File: src/rtl/program_counter_unit_if.sv
// Control/data bundle between the instruction decoders and program_counter_unit.
// The decoder side uses the master modport and the PC unit uses the slave modport.
interface program_counter_unit_if #(
   parameter int unsigned PC_WIDTH = 64
);
   logic [32:0]         controlword;
   logic [PC_WIDTH-1:0] constant;
   logic [PC_WIDTH-1:0] reg_a;
   logic [3:0]          alu_flags;
   logic [PC_WIDTH-1:0] pc;
   logic [4:0]          status;
   logic [1:0]          state;
   logic [PC_WIDTH-1:0] databus_out;
   logic                databus_out_en;
   logic [31:0]         branch_count;

   modport master (
      output controlword, constant, reg_a, alu_flags,
      input  pc, status, state, databus_out, databus_out_en, branch_count
   );

   modport slave (
      input  controlword, constant, reg_a, alu_flags,
      output pc, status, state, databus_out, databus_out_en, branch_count
   );
endinterface

File: src/rtl/program_counter_unit.sv
// Program counter, status and control-state registers driven by the decoder control word.
// Optional taken-offset counter is built when PC_BRANCH_COUNT_EN is defined.
module program_counter_unit #(
   parameter int unsigned         PC_WIDTH = 64,
   parameter logic [PC_WIDTH-1:0] RESET_PC = {PC_WIDTH{1'b0}}
) (
   input  logic                   clock,
   input  logic                   reset,
   program_counter_unit_if.slave  bus
);
   localparam logic [PC_WIDTH-1:0] PC_INC = PC_WIDTH'(3'd4);

   logic                pc_databus_en_s;
   logic [1:0]          pc_fs_s;
   logic                pc_in_sel_s;
   logic                status_load_s;
   logic [1:0]          next_state_s;
   logic [PC_WIDTH-1:0] op_s;
   logic                unused_cw_s;

   logic [PC_WIDTH-1:0] pc_d, pc_q;
   logic [4:0]          status_d, status_q;
   logic [1:0]          state_d, state_q;

   assign pc_databus_en_s = bus.controlword[6];
   assign pc_fs_s         = bus.controlword[5:4];
   assign pc_in_sel_s     = bus.controlword[3];
   assign status_load_s   = bus.controlword[2];
   assign next_state_s    = bus.controlword[1:0];
   assign unused_cw_s     = ^bus.controlword[32:7];

   // Next-state logic for pc, status and control state
   always_comb begin
      op_s     = pc_in_sel_s ? bus.constant : bus.reg_a;
      pc_d     = pc_q;
      status_d = status_q;
      state_d  = next_state_s;
      case (pc_fs_s)
         2'b00:   pc_d = pc_q;
         2'b01:   pc_d = pc_q + PC_INC;
         2'b10:   pc_d = op_s;
         2'b11:   pc_d = pc_q + (op_s << 2);
         default: pc_d = pc_q;
      endcase
      // flags_valid is sticky: once any load happens it stays set until reset
      if (status_load_s) begin
         status_d = {bus.alu_flags, 1'b1};
      end else begin
         status_d = status_q;
      end
   end

   // State registers with asynchronous reset
   always_ff @(posedge clock or posedge reset) begin
      if (reset) begin
         pc_q     <= RESET_PC;
         status_q <= 5'b00000;
         state_q  <= 2'b00;
      end else begin
         pc_q     <= pc_d;
         status_q <= status_d;
         state_q  <= state_d;
      end
   end

`ifdef PC_BRANCH_COUNT_EN
   logic [31:0] branch_count_d, branch_count_q;

   // Saturating count of relative-branch cycles
   always_comb begin
      branch_count_d = branch_count_q;
      if ((pc_fs_s == 2'b11) && (branch_count_q != 32'hFFFF_FFFF)) begin
         branch_count_d = branch_count_q + 32'd1;
      end else begin
         branch_count_d = branch_count_q;
      end
   end

   // Branch counter register
   always_ff @(posedge clock or posedge reset) begin
      if (reset) begin
         branch_count_q <= 32'd0;
      end else begin
         branch_count_q <= branch_count_d;
      end
   end

   assign bus.branch_count = branch_count_q;
`else
   assign bus.branch_count = 32'h0000_0000;
`endif

   assign bus.pc             = pc_q;
   assign bus.status         = status_q;
   assign bus.state          = state_q;
   assign bus.databus_out    = pc_q + PC_INC;
   assign bus.databus_out_en = pc_databus_en_s;
endmodule

File: src/flat_wrapper.sv
// flat-port wrapper written by rule: the top's interface ports become plain ports
module program_counter_unit_flat 
#(
   parameter int unsigned         PC_WIDTH = 64,
   parameter logic [PC_WIDTH-1:0] RESET_PC = {PC_WIDTH{1'b0}}
)
  (clock, reset, bus_controlword, bus_constant, bus_reg_a, bus_alu_flags, bus_pc, bus_status, bus_state, bus_databus_out, bus_databus_out_en, bus_branch_count);
  program_counter_unit_if #(.PC_WIDTH(PC_WIDTH)) bus_i ();
  input  logic clock;
  input  logic reset;
  input wire logic [$bits(bus_i.controlword)-1:0] bus_controlword;
  input wire logic [$bits(bus_i.constant)-1:0] bus_constant;
  input wire logic [$bits(bus_i.reg_a)-1:0] bus_reg_a;
  input wire logic [$bits(bus_i.alu_flags)-1:0] bus_alu_flags;
  output wire logic [$bits(bus_i.pc)-1:0] bus_pc;
  output wire logic [$bits(bus_i.status)-1:0] bus_status;
  output wire logic [$bits(bus_i.state)-1:0] bus_state;
  output wire logic [$bits(bus_i.databus_out)-1:0] bus_databus_out;
  output wire logic [$bits(bus_i.databus_out_en)-1:0] bus_databus_out_en;
  output wire logic [$bits(bus_i.branch_count)-1:0] bus_branch_count;
  assign bus_i.controlword = bus_controlword;
  assign bus_i.constant = bus_constant;
  assign bus_i.reg_a = bus_reg_a;
  assign bus_i.alu_flags = bus_alu_flags;
  assign bus_pc = bus_i.pc;
  assign bus_status = bus_i.status;
  assign bus_state = bus_i.state;
  assign bus_databus_out = bus_i.databus_out;
  assign bus_databus_out_en = bus_i.databus_out_en;
  assign bus_branch_count = bus_i.branch_count;
  program_counter_unit #(.PC_WIDTH(PC_WIDTH), .RESET_PC(RESET_PC)) u_core (.clock(clock), .reset(reset), .bus(bus_i));
endmodule
File: config.mk
export PLATFORM = sky130hd
export DESIGN_NAME = program_counter_unit_flat
export DESIGN_NICKNAME = d
export VERILOG_FILES = /design/src/rtl/program_counter_unit_if.sv /design/src/rtl/program_counter_unit.sv /design/src/flat_wrapper.sv
export SDC_FILE = /design/constraint.sdc
export NUM_CORES = 1
export LEC_CHECK = 0
export CAP_MARGIN = 15
export CORE_MARGIN = 1.5
export CORE_UTILIZATION = 51
export DETAILED_ROUTE_END_ITERATION = 10
export HOLD_SLACK_MARGIN = 0.12
export MAX_ROUTING_LAYER = met4
export PLACE_DENSITY = 0.88
export SYNTH_ARGS = -nofsm -noshare
export SYNTH_HDL_FRONTEND = slang
export SYNTH_SLANG_ARGS = --single-unit
File: constraint.sdc
create_clock -name clock -period 8.1 [get_ports clock]
set_input_delay 1.62 -clock clock [delete_from_list [all_inputs] [get_ports clock]]
set_output_delay 1.62 -clock clock [all_outputs]
set_load 0.02 [all_outputs]
==> summary.md, run 1 <==
Setup repair after global routing left no endpoint under its margin. After the first detailed-routing iteration, the DRC count stood at 845. The largest fanout on the critical path is 30.

The slew at the pin with the worst max-slew slack is 0.987 ns. The post-detailed-route wirelength per cell was 18.6 um. In this run, synthesis inferred 0 flip-flops with an integrated enable. The startpoint identified for the worst hold timing path is u_core.bus.status[0]. The start point of the critical path was bus_controlword[3].

For this run, the top clock speed supported by timing is 0.170 GHz. The logs give 0.181 for the register area share after synthesis and 0.00737 ns for the clock tree skew after final layout. The run gives 0.315 as the global routing usage summed across all routing layers. TritonCTS built the clock tree. The startpoint kind of the worst setup timing path is an input port.

The mux cell area share after synthesis was 0.0926; the post-synthesis compound-gate area fraction was 0.213. Setup violations remaining at the end of the flow were counted as 0. The normalized max-slew margin is 0.340, and the share of cells above drive strength 1 is 0.0951. Leaving out fill and tap cells, the most frequent cell in the layout is clkdlybuf4s50_1. For the post-detailed-route count of antenna-violating nets, the log shows 0. The tools report the later-pin clock latency in the skew report as 0.35 ns. In this run the critical register-to-register path is launched from u_core.bus.pc[2].

At the worst endpoint, the arrival time is 6.13 ns. Across the run, the number of max-cap violations was 0. Total CTS buffers: 9.

The H-tree generated during clock tree synthesis spans 3 levels. For this design the static power due to leakage is 5.22 nW. For the count of nets after finishing, the log shows 1686. The share of the synthesized netlist area taken by xor and xnor gates was 0.148. The initialized floorplan defines 50 standard-cell rows. The die is 142 um wide. Summing every instance area after synthesis gives 9800 um2. Clock tree synthesis found a total of 71 sinks.

The tools report the worst supply voltage drop on vdd as 133 uV. The share of flip-flops with an asynchronous set or reset was 1.00. The tools report the number of global-route vias before repair as 9897. The number of antenna violations at the first check in global routing was 0. Clock tree synthesis selected as its root buffer the cell clkbuf_16.

Detailed placement ended at an HPWL of 23800 um. Final-report hold violation count: 0. 335 I/O pins were placed. Setup slack of the worst register-to-register path: 4.22 ns. The worst setup path is captured at a flip-flop. Total length of routed wires: 31600 um. Dividing the detail-routed via count by the number of cells gives 6.08. The core region is 18800 um2.

Routability-driven placement finished with a final weighted congestion of 0.926. The die covers 20100 um2. Entering global routing, the biggest net connects 82 pins. The number of DRC violations after detailed routing came out at 0. The run gives 0 as the hold buffer count at cts. The worst path in the final design needs a cycle of 5.88 ns, including I/O delays and setup. The cell count after synthesis came out at 1240.

The area growth from synthesis to final layout was 29.3%. The required time of the critical path was 8.36 ns; the fraction of the mapped netlist area in simple logic gates was 0.210. For the total power after layout, the log shows 3.53 mW. The first global-routing pass estimated 50000 um of wire. The combinational family with the most area after synthesis was compound AO/OA/AOI/OAI gates.

In this run the power density over the cells is 279 nW/um2. The worst hold slack across all endpoints is 0.483 ns. The worst setup path is of the input port to flip-flop kind.

After synthesis, the mean cell area works out to 7.90 um2. In the final timing run, aggregate negative setup slack is 0 ns. In this run, post-CTS repair resized a total of 0 instances. Leading register cell type out of synthesis: dfrtp_1.

The run gives 88 as the distinct cell type count of the synthesized netlist. The count of buffers added on input and output ports is 274. The min-delay analysis places its worst path in the category flip-flop to flip-flop.

The clock passes through at most 2 buffers. 0 antenna diodes ended up in the layout. The depth of the worst register-to-register path is 13, and the adder-cell share of the synthesized area is 0.0812.

The logs give 0.522 for the starting utilization of the core area and 5 for the number of iterations in the first detailed-routing pass. The die span in y was 142 um; the share of the clock period used by the worst path was 0.726. The run gives 0 as the final count of pins violating max slew.

The top cell types in the final layout, fill and taps aside, are clkdlybuf4s50_1 (271), nand2_1 (143), a21oi_1 (97), xnor2_1 (91), nor2_1 (79). Buffers added to address setup during post-CTS repair amount to 0. After synthesis the netlist holds a flip-flop and latch count of 71. Summed over all layers, the global routing overflow is 0.

The number of stages on the worst hold path works out to 1. The overall via count from detail_route came out at 10.3k. After clock tree synthesis, the clock-pin slew on the worst setup and hold paths is 0.07 ns. The run finished with clean final reports. The number of warnings reported in the yosys synthesis log is 0.
==> power breakdown <==
group | switching [mW] | internal [mW] | leakage [nW]
Clock | 0.182 | 0.243 | 0.143
Sequential | 0.240 | 0.454 | 0.807
Combinational | 1.32 | 1.10 | 4.27
==> cell type report <==
type                            instances  area [um2]
Fill cell                            1527        6100
Inverter                               24        90.1
Multi-Input combinational cell       1070        7430
Timing Repair Buffer                  280        2780
Clock buffer                            9         225
Sequential cell                        71        1780
Tap cell                              234         293
Clock inverter                          7        80.1
==> layer usage <==
| layer | vias to the layer above | track usage | part of all wire |
|---|---|---|---|
| met5 | - | - | 0 |
| met4 | 0 | 0.106 | 0.025 |
| met3 | 69 | 0.0486 | 0.082 |
| met2 | 554 | 0.528 | 0.48 |
| met1 | 4835 | 0.387 | 0.41 |
| li1 | 4852 | - | - |
==> through the flow <==
step,setup slack [ns],cells,util,area (um2)
final,2.22,1695,0.675,12700
after detailed placement,2.04,1679,0.659,12400
after floorplan,2.85,1271,-,9910
after global placement,2.08,1679,0.659,12400
after CTS,2.32,1695,0.675,12700
after global routing,2.06,1695,0.675,12700
==> critical path, stage by stage <==
cell and delay [ns]:
buf_2 0.60, buf_4 0.41, mux2_2 0.41, ha_1 0.42
nand4_1 0.24, nor3_1 0.47, a311oi_4 0.26, o41ai_4 0.57
a21oi_2 0.17, nor3_1 0.31, mux2_2 0.39, a221oi_2 0.26
==> cells by family after synthesis <==
kind of cell	after synthesis
AOI/OAI and AO/OA	323
xor gates and xnor gates	166
buffers and inverters	130
DFF	71
other	1
muxes	81
adders and majority gates	63
and+or+nand+nor	405
==> flip-flops by register name, summed over array words and instances (netlist names) <==
register and cells:
u_core.bus.state 2, u_core.bus.status 5, u_core.bus.pc 64
==> path summary, 6_finish.rpt <==
path	to
setup / recovery	u_core.bus.pc[57]
hold / removal	u_core.bus.status[0]
setup reg to reg	u_core.bus.pc[56]
hold reg to reg	u_core.bus.status[0]
max in group asynchronous	u_core.bus.pc[17]
min in group asynchronous	u_core.bus.pc[0]
==> synthesized netlist by cell type, types with 4 or more instances <==
library cell | number | share of area
nand2_1 | 143 | 0.055
a21oi_1 | 97 | 0.050
xnor2_1 | 91 | 0.081
nor2_1 | 79 | 0.030
xor2_1 | 75 | 0.067
dfrtp_1 | 71 | 0.18
mux2_2 | 66 | 0.076
ha_1 | 62 | 0.079
o21ai_0 | 57 | 0.029
clkbuf_1 | 46 | 0.018
nand3_1 | 43 | 0.022
a21o_1 | 38 | 0.029
buf_4 | 36 | 0.028
nand4_1 | 32 | 0.020
and3_1 | 24 | 0.015
inv_1 | 22 | 0.0084
a31oi_1 | 21 | 0.013
nor3_1 | 14 | 0.0072
a211oi_1 | 13 | 0.010
mux2i_1 | 13 | 0.013
o21bai_1 | 11 | 0.0084
o211ai_1 | 10 | 0.0077
buf_2 | 9 | 0.0046
nor2b_1 | 9 | 0.0057
o22ai_1 | 9 | 0.0057
a22oi_1 | 8 | 0.0061
and2_1 | 8 | 0.0051
and3_2 | 8 | 0.0061
o21a_1 | 7 | 0.0054
o221ai_1 | 6 | 0.0054
a221oi_1 | 5 | 0.0045
and4_1 | 5 | 0.0045
buf_1 | 5 | 0.0019
clkbuf_8 | 5 | 0.0070
o21ai_1 | 5 | 0.0026
or3_1 | 5 | 0.0032
a21boi_0 | 4 | 0.0031
nand2b_1 | 4 | 0.0026
Power figures use the tool's default switching activity.
==> inputs of run 2 (changes only) <==
--- a/config.mk
+++ b/config.mk
@@ -7,11 +7,11 @@
 export LEC_CHECK = 0
 export CAP_MARGIN = 15
 export CORE_MARGIN = 1.5
-export CORE_UTILIZATION = 51
+export CORE_UTILIZATION = 48
 export DETAILED_ROUTE_END_ITERATION = 10
 export HOLD_SLACK_MARGIN = 0.12
 export MAX_ROUTING_LAYER = met4
-export PLACE_DENSITY = 0.88
+export PLACE_DENSITY = 0.84
 export SYNTH_ARGS = -nofsm -noshare
 export SYNTH_HDL_FRONTEND = slang
 export SYNTH_SLANG_ARGS = --single-unit
==> constraint.sdc (replaced) <==
create_clock -name clock -period 5.94 [get_ports clock]
set_input_delay 1.188 -clock clock [delete_from_list [all_inputs] [get_ports clock]]
set_output_delay 1.188 -clock clock [all_outputs]
set_load 0.02 [all_outputs]
==> summary.md, run 2 (same netlist as run 1, synthesis figures left out) <==
The run finished with clean final reports. Reg-to-reg critical path startpoint: u_core.bus.pc[2] (unchanged). The die span in y was 146 um (was 142 um). The count of nets after finishing was 1690 (was 1686); the fmax was 0.193 GHz.

The worst supply voltage drop on vdd was 184 uV (was 133 uV); the final core utilization was 0.635 (was 0.675). The tools report the final non-filler cell total as 1736 (was 1695). Origin of the worst min-delay path: u_core.bus.status[0] (unchanged). The fraction of met1 tracks used by global routing was 0.387 (about the same); the power density over the cells was 379 nW/um2 (was 279 nW/um2).

The critical path start-end classification is flip-flop to output port (was input port to flip-flop). The number of levels the H-tree was split into came out at 3 (unchanged). For the post-detailed-route count of antenna-violating nets, the log shows 0 (unchanged). Clock tree skew after final layout: 0.0102 ns (was 0.00737 ns).

TritonCTS built the clock tree. The total length of routed wires is 32200 um (was 31600 um). The logs give 0 (unchanged) for the number of antenna violations at the first check in global routing and 4.83 mW (was 3.53 mW) for the total power after layout. Number of iterations in the first detailed-routing pass: 6 (was 5). The tools report the reported max-cap violation count as 0 (unchanged).

The number of buffers added for setup after CTS was 0 (unchanged); the post-detailed-route wirelength per cell was 18.6 um (about the same). The signal arrival time at the worst endpoint was 4.00 ns (was 6.13 ns); the die width was 146 um (was 142 um). The number of gates given a new drive strength after cts is 0 (unchanged). The tools report the hold-critical path endpoint as u_core.bus.status[0] (unchanged). The class of the tightest hold or removal check was flip-flop to flip-flop (unchanged). The share of cells above drive strength 1 works out to 0.0976 (was 0.0951). The critical path's top delay family is simple AND/OR/NAND/NOR gates (was compound AO/OA/AOI/OAI gates).

The run gives 12400 um2 (about the same) as the instance area after placement. The buffer and inverter count on the worst path works out to 2 (unchanged). The setup-violating endpoint count in the final report is 0 (unchanged).

The number of stages on the worst hold path came out at 1 (unchanged). Highest-count cells in the layout ignoring fill and taps: clkdlybuf4s50_1 (271), nand2_1 (143), a21oi_1 (97), xnor2_1 (91), nor2_1 (79) (unchanged). The tools report the root cell of the clock tree as clkbuf_16 (unchanged).

The most common cell after layout, fill and taps aside is clkdlybuf4s50_1 (unchanged). The starting utilization of the core area is 0.487 (was 0.522), and the area growth from synthesis to final layout is 30.2% (was 29.3%). The hold buffer count at cts came out at 0 (unchanged).

The number of flip-flops in the largest register was 64 (unchanged). Ordered list of cells on the worst path: ha_1 > and3_2 > nand4_2 > nor4b_4 > and2_4 > and4_1 > buf_4 > and2_4 > and3_4 > xor2_1 > clkdlybuf4s50_1 (was buf_2 > buf_4 > mux2_2 > ha_1 > nand4_1 > nor3_1 > a311oi_4 > o41ai_4 > a21oi_2 > nor3_1 > mux2_2 > a221oi_2). The tools report the overall via count from detail_route as 10.3k (about the same).

The routing usage on met2 is 0.516 (was 0.528), and the wire length of the first global-routing pass is 51500 um (was 50000 um). The largest net degree at the start of global routing was 66 (was 82). The number of placement rows came out at 52 (was 50). Final-report hold violation count: 0 (unchanged). For the leakage power, the log shows 5.25 nW (was 5.22 nW). The run gives 0.0376 (was 0.0486) as the global routing usage on met3. Setup repair after global routing left no endpoint under its margin. The run gives 9970 (was 9897) as the number of global-route vias before repair. Required time of the critical path: 4.75 ns (was 8.36 ns). The per-cell via count in the routed design was 5.92 (was 6.08).

The deepest clock path buffer count was 2 (unchanged); the share of the clock period used by the worst path was 0.874. The number of clock sinks is 71 (unchanged), and the total CTS buffers is 9 (unchanged). The later-pin clock latency in the skew report was 0.36 ns (was 0.35 ns); the post-route cell area was 12800 um2 (was 12700 um2). The worst hold slack across all endpoints was 0.466 ns (was 0.483 ns). The run gives 24400 um (was 23800 um) as the detailed placement HPWL. Startpoint kind of the worst setup timing path: a flip-flop (was an input port). Cell with the biggest individual delay on the critical path: clkdlybuf4s50_1 (was buf_2).

The stage delay of the slowest cell on the critical path was 0.62 ns (was 0.60 ns); the starting DRC count in detailed routing was 902 (was 845). The worst slack at placement is 0.895 ns (was 2.04 ns). For the count of filler cells inserted in the layout, the log shows 1721 (was 1527). The count of boundary I/O pins is 335 (unchanged).

The total overflow reported by the global router is 0 (unchanged). Slew at the pin with the worst max-slew slack: 0.904 ns (was 0.987 ns). For the setup slack of the worst register-to-register path, the log shows 2.13 ns (was 4.22 ns). The run gives 0.940 (was 0.926) as the final weighted congestion of routability-driven global placement. The total placed cells including tap cells was 1719 (was 1679). The number of DRC violations after detailed routing was 0 (unchanged); the register clock-pin slew on the reported worst setup and hold paths was 0.06 ns (was 0.07 ns). The final count of pins violating max slew came out at 0 (unchanged).

The time the worst path needs with I/O delays and setup was 5.19 ns; the global routing usage summed across all routing layers was 0.307 (was 0.315). The final setup TNS is 0 ns (unchanged). The normalized max-slew margin was 0.395 (was 0.340); the number of port buffers was 274 (unchanged).

The reg-to-reg critical path endpoint is u_core.bus.pc[58] (was u_core.bus.pc[56]). The cell seen most often among critical-path stages is and2_4. The depth of the worst register-to-register path came out at 13 (unchanged). The final setup slack of the worst path came out at 0.750 ns (was 2.22 ns). The global-route layer with the greatest usage was met2 (unchanged). The overall die area was 21300 um2 (was 20100 um2); the core area was 20100 um2 (was 18800 um2). The largest fanout on the critical path came out at 10 (was 30).

Kind of capture point of the worst setup path: an output port (was a flip-flop).
-- run 2: how the worst max path moves through the flow --
stage | startpoint | to | slack, ns | depth (start not counted)
3_5_place_dp | bus_reg_a[0] | u_core.bus.pc[58] | 0.90 | 15
5_1_grt | u_core.bus.pc[2] | bus_databus_out[60] | 0.61 | 11
4_1_cts | u_core.bus.pc[3] | bus_databus_out[60] | 0.78 | 11
3_3_place_gp | bus_reg_a[0] | u_core.bus.pc[58] | 0.95 | 15
6_report | u_core.bus.pc[2] | bus_databus_out[60] | 0.75 | 11
2_1_floorplan | bus_controlword[3] | u_core.bus.pc[57] | 1.12 | 14
-- run 2: metal layers --
layer / wire length [um] / part of all wire
met1: 13600 / 0.42
met2: 15500 / 0.48
met3: 2410 / 0.075
met4: 691 / 0.021
met5: 0 / 0
-- run 2: final cells by class --
type | instances | area, um2 | share of cell area
clock buffer | 10 | 239 | 0.0187
timing repair buffer | 284 | 2820 | 0.221
multi-input combinational | 1070 | 7430 | 0.582
antenna | 1 | 2.50 | 0.000196
tap | 270 | 338 | 0.0265
sequential | 71 | 1780 | 0.139
inverter | 24 | 90.1 | 0.00706
clock inverter | 6 | 68.8 | 0.00539
-- run 2: report_power, final --
group	total, mW	internal [mW]	switching (mW)
Sequential	0.944	0.619	0.324
Combinational	3.30	1.50	1.80
Clock	0.587	0.339	0.247
Total	4.83	2.46	2.37
==> inputs of run 3 (changes only) <==
--- a/config.mk
+++ b/config.mk
@@ -6,7 +6,7 @@
 export NUM_CORES = 1
 export LEC_CHECK = 0
 export CAP_MARGIN = 15
-export CORE_MARGIN = 1.5
+export CORE_MARGIN = 10
 export CORE_UTILIZATION = 48
 export DETAILED_ROUTE_END_ITERATION = 10
 export HOLD_SLACK_MARGIN = 0.12
==> constraint.sdc (replaced) <==
create_clock -name clock -period 5.94 [get_ports clock]
set_input_delay 0.594 -clock clock [delete_from_list [all_inputs] [get_ports clock]]
set_output_delay 0.594 -clock clock [all_outputs]
set_load 0.02 [all_outputs]
==> summary.md, run 3 (same netlist as run 1, synthesis figures left out) <==
Root cell of the clock tree: clkbuf_16 (unchanged). The share of cells above drive strength 1 is 0.0976 (unchanged). Setup repair after global routing left no endpoint under its margin. The time the worst path needs with I/O delays and setup is 4.70 ns (was 5.19 ns). The reg-to-reg critical path startpoint was u_core.bus.pc[9] (was u_core.bus.pc[2]). The die span in y is 163 um (was 146 um). The later-pin clock latency in the skew report was 0.36 ns (about the same); the total CTS buffers was 9 (unchanged).

The slew at the pin with the worst max-slew slack was 1.00 ns (was 0.904 ns); the number of antenna violations at the first check in global routing was 0 (unchanged). The kind of capture point of the worst setup path is an output port (unchanged). The number of flip-flops in the largest register came out at 64 (unchanged). The tools report the worst slack at placement as 1.29 ns (was 0.895 ns). The tools report the number of buffers added for setup after CTS as 0 (unchanged).

Stage delay of the slowest cell on the critical path: 0.64 ns (was 0.62 ns). For the required time of the critical path, the log shows 5.35 ns (was 4.75 ns). Largest net degree at the start of global routing: 74 (was 66). The start point of the critical path is u_core.bus.pc[2] (unchanged). The run gives 10.0k (was 10.3k) as the overall via count from detail_route.

The fmax is 0.213 GHz (was 0.193 GHz). The register clock-pin slew on the reported worst setup and hold paths was 0.07 ns (was 0.06 ns); the setup slack of the worst register-to-register path was 2.13 ns (about the same). The cell seen most often among critical-path stages is and2_4 (unchanged).

The final-report hold violation count came out at 0 (unchanged). The worst supply voltage drop on vdd was 180 uV (was 184 uV); the final setup slack of the worst path was 1.24 ns (was 0.750 ns). The total placed cells including tap cells is 1719 (unchanged).

The post-detailed-route wirelength per cell came out at 19.7 um (was 18.6 um). The cell with the biggest individual delay on the critical path was clkdlybuf4s50_1 (unchanged). Ordered list of cells on the worst path: ha_1 > and3_2 > nand4_2 > nor4b_4 > and2_4 > and4_1 > buf_4 > and2_4 > and3_4 > xor2_1 > clkdlybuf4s50_1 (unchanged). The count of nets after finishing is 1690 (unchanged).

The deepest clock path buffer count was 2 (unchanged); the global routing usage summed across all routing layers was 0.252 (was 0.307). The count of boundary I/O pins is 335 (unchanged), and the starting utilization of the core area is 0.486 (was 0.487). Post-detailed-route count of antenna-violating nets: 0 (unchanged). The most common cell after layout, fill and taps aside is clkdlybuf4s50_1 (unchanged). The leakage power came out at 5.24 nW (was 5.25 nW). The reported max-cap violation count is 0 (unchanged). Reg-to-reg critical path endpoint: u_core.bus.pc[57] (was u_core.bus.pc[58]). The overall die area is 26500 um2 (was 21300 um2), and the largest fanout on the critical path is 10 (unchanged). The normalized max-slew margin was 0.333 (was 0.395).

The run gives 0 (unchanged) as the number of gates given a new drive strength after cts. Critical path start-end classification: flip-flop to output port (unchanged). The final weighted congestion of routability-driven global placement came out at 0.933 (was 0.940). The origin of the worst min-delay path was u_core.bus.status[0] (unchanged).

Worst setup path endpoint: bus_databus_out[60] (unchanged). The per-cell via count in the routed design is 5.79 (was 5.92). The number of clock sinks was 71 (unchanged); the signal arrival time at the worst endpoint was 4.11 ns (was 4.00 ns). Class of the tightest hold or removal check: flip-flop to flip-flop (unchanged).

The starting DRC count in detailed routing was 804 (was 902). The final setup TNS came out at 0 ns (unchanged). The number of global-route vias before repair was 9943 (was 9970); the clock tree skew after final layout was 0.0106 ns (was 0.0102 ns). The flow ran to the end, and the final reports show no timing, DRC or antenna violations.

The number of placement rows was 52 (unchanged). The logs give 0.477 ns (was 0.466 ns) for the worst hold slack across all endpoints and 0 (was 1) for the count of antenna diodes in the layout. Number of DRC violations after detailed routing: 0 (unchanged). The startpoint kind of the worst setup timing path was a flip-flop (unchanged). The depth of the worst register-to-register path came out at 11 (was 13). Highest-count cells in the layout ignoring fill and taps: clkdlybuf4s50_1 (271), nand2_1 (143), a21oi_1 (97), xnor2_1 (91), nor2_1 (79) (unchanged). Area growth from synthesis to final layout: 29.9% (was 30.2%). The wire length of the first global-routing pass is 53400 um (was 51500 um).

Die width: 163 um (was 146 um). TritonCTS built the clock tree. For the final non-filler cell total, the log shows 1735 (was 1736). The final core utilization came out at 0.631 (was 0.635). The final count of pins violating max slew was 0 (unchanged).

The detailed placement HPWL was 26600 um (was 24400 um); the total overflow reported by the global router was 0 (unchanged). The run gives 0 (unchanged) as the hold buffer count at cts. The tools report the total length of routed wires as 34200 um (was 32200 um). The power density over the cells was 378 nW/um2 (was 379 nW/um2); the share of the clock period used by the worst path was 0.792 (was 0.874). The tools report the core area as 20200 um2 (was 20100 um2).

The setup-violating endpoint count in the final report was 0 (unchanged); the number of levels the H-tree was split into was 3 (unchanged). Number of port buffers: 274 (unchanged). The run gives 5 (was 6) as the number of iterations in the first detailed-routing pass.
==> run 3: cell type report <==
type                            count  area [um2]
Tap cell                          270         338
Multi-Input combinational cell   1070        7430
Clock buffer                        9         225
Timing Repair Buffer              284        2810
Sequential cell                    71        1780
Inverter                           24        90.1
Fill cell                        1777        7440
Clock inverter                      7        67.6
==> run 3: metrics by stage <==
| stage | instance area (um2) | power, mW |
|---|---|---|
| 2_1_floorplan | 9910 | 3.05 |
| 3_3_place_gp | 12400 | 4.17 |
| 3_5_place_dp | 12400 | 4.20 |
| 4_1_cts | 12700 | 4.79 |
| 5_1_grt | 12700 | 5.14 |
| 6_report | 12700 | 4.81 |
==> run 3: how the worst min path moves through the flow <==
| stage | end | depth (start not counted) |
|---|---|---|
| finish | u_core.bus.status[0] | 1 |
| global route | u_core.bus.status[0] | 1 |
| CTS | u_core.bus.status[0] | 1 |
| detailed placement | u_core.bus.status[0] | 1 |
| global placement | u_core.bus.status[0] | 1 |
| floorplan | u_core.bus.status[0] | 1 |
==> run 3: worst max-delay path: cells and delay by family (launching register included) <==
kind,cells,cell delay [ns]
adders and majority gates,1,0.28
xor gates and xnor gates,1,0.17
DFF,1,0.52
and+or+nand+nor,7,1.94
buffers and inverters,2,0.82
==> run 3: metal layers <==
metal  up-vias  share of wire  wire, um  global-route usage
met5         -              0         0                   -
met4         0          0.015       518              0.0578
met3        38          0.067      2280              0.0372
met2       417           0.47     16200               0.411
met1      4753           0.45     15200               0.322
li1       4841              -         -                   -
==> run 3: report_power, final <==
group / leakage, nW / total (mW) / switching [mW] / internal [mW]
Combinational: 4.29 / 3.30 / 1.80 / 1.50
Clock: 0.143 / 0.568 / 0.271 / 0.297
Sequential: 0.807 / 0.946 / 0.327 / 0.619
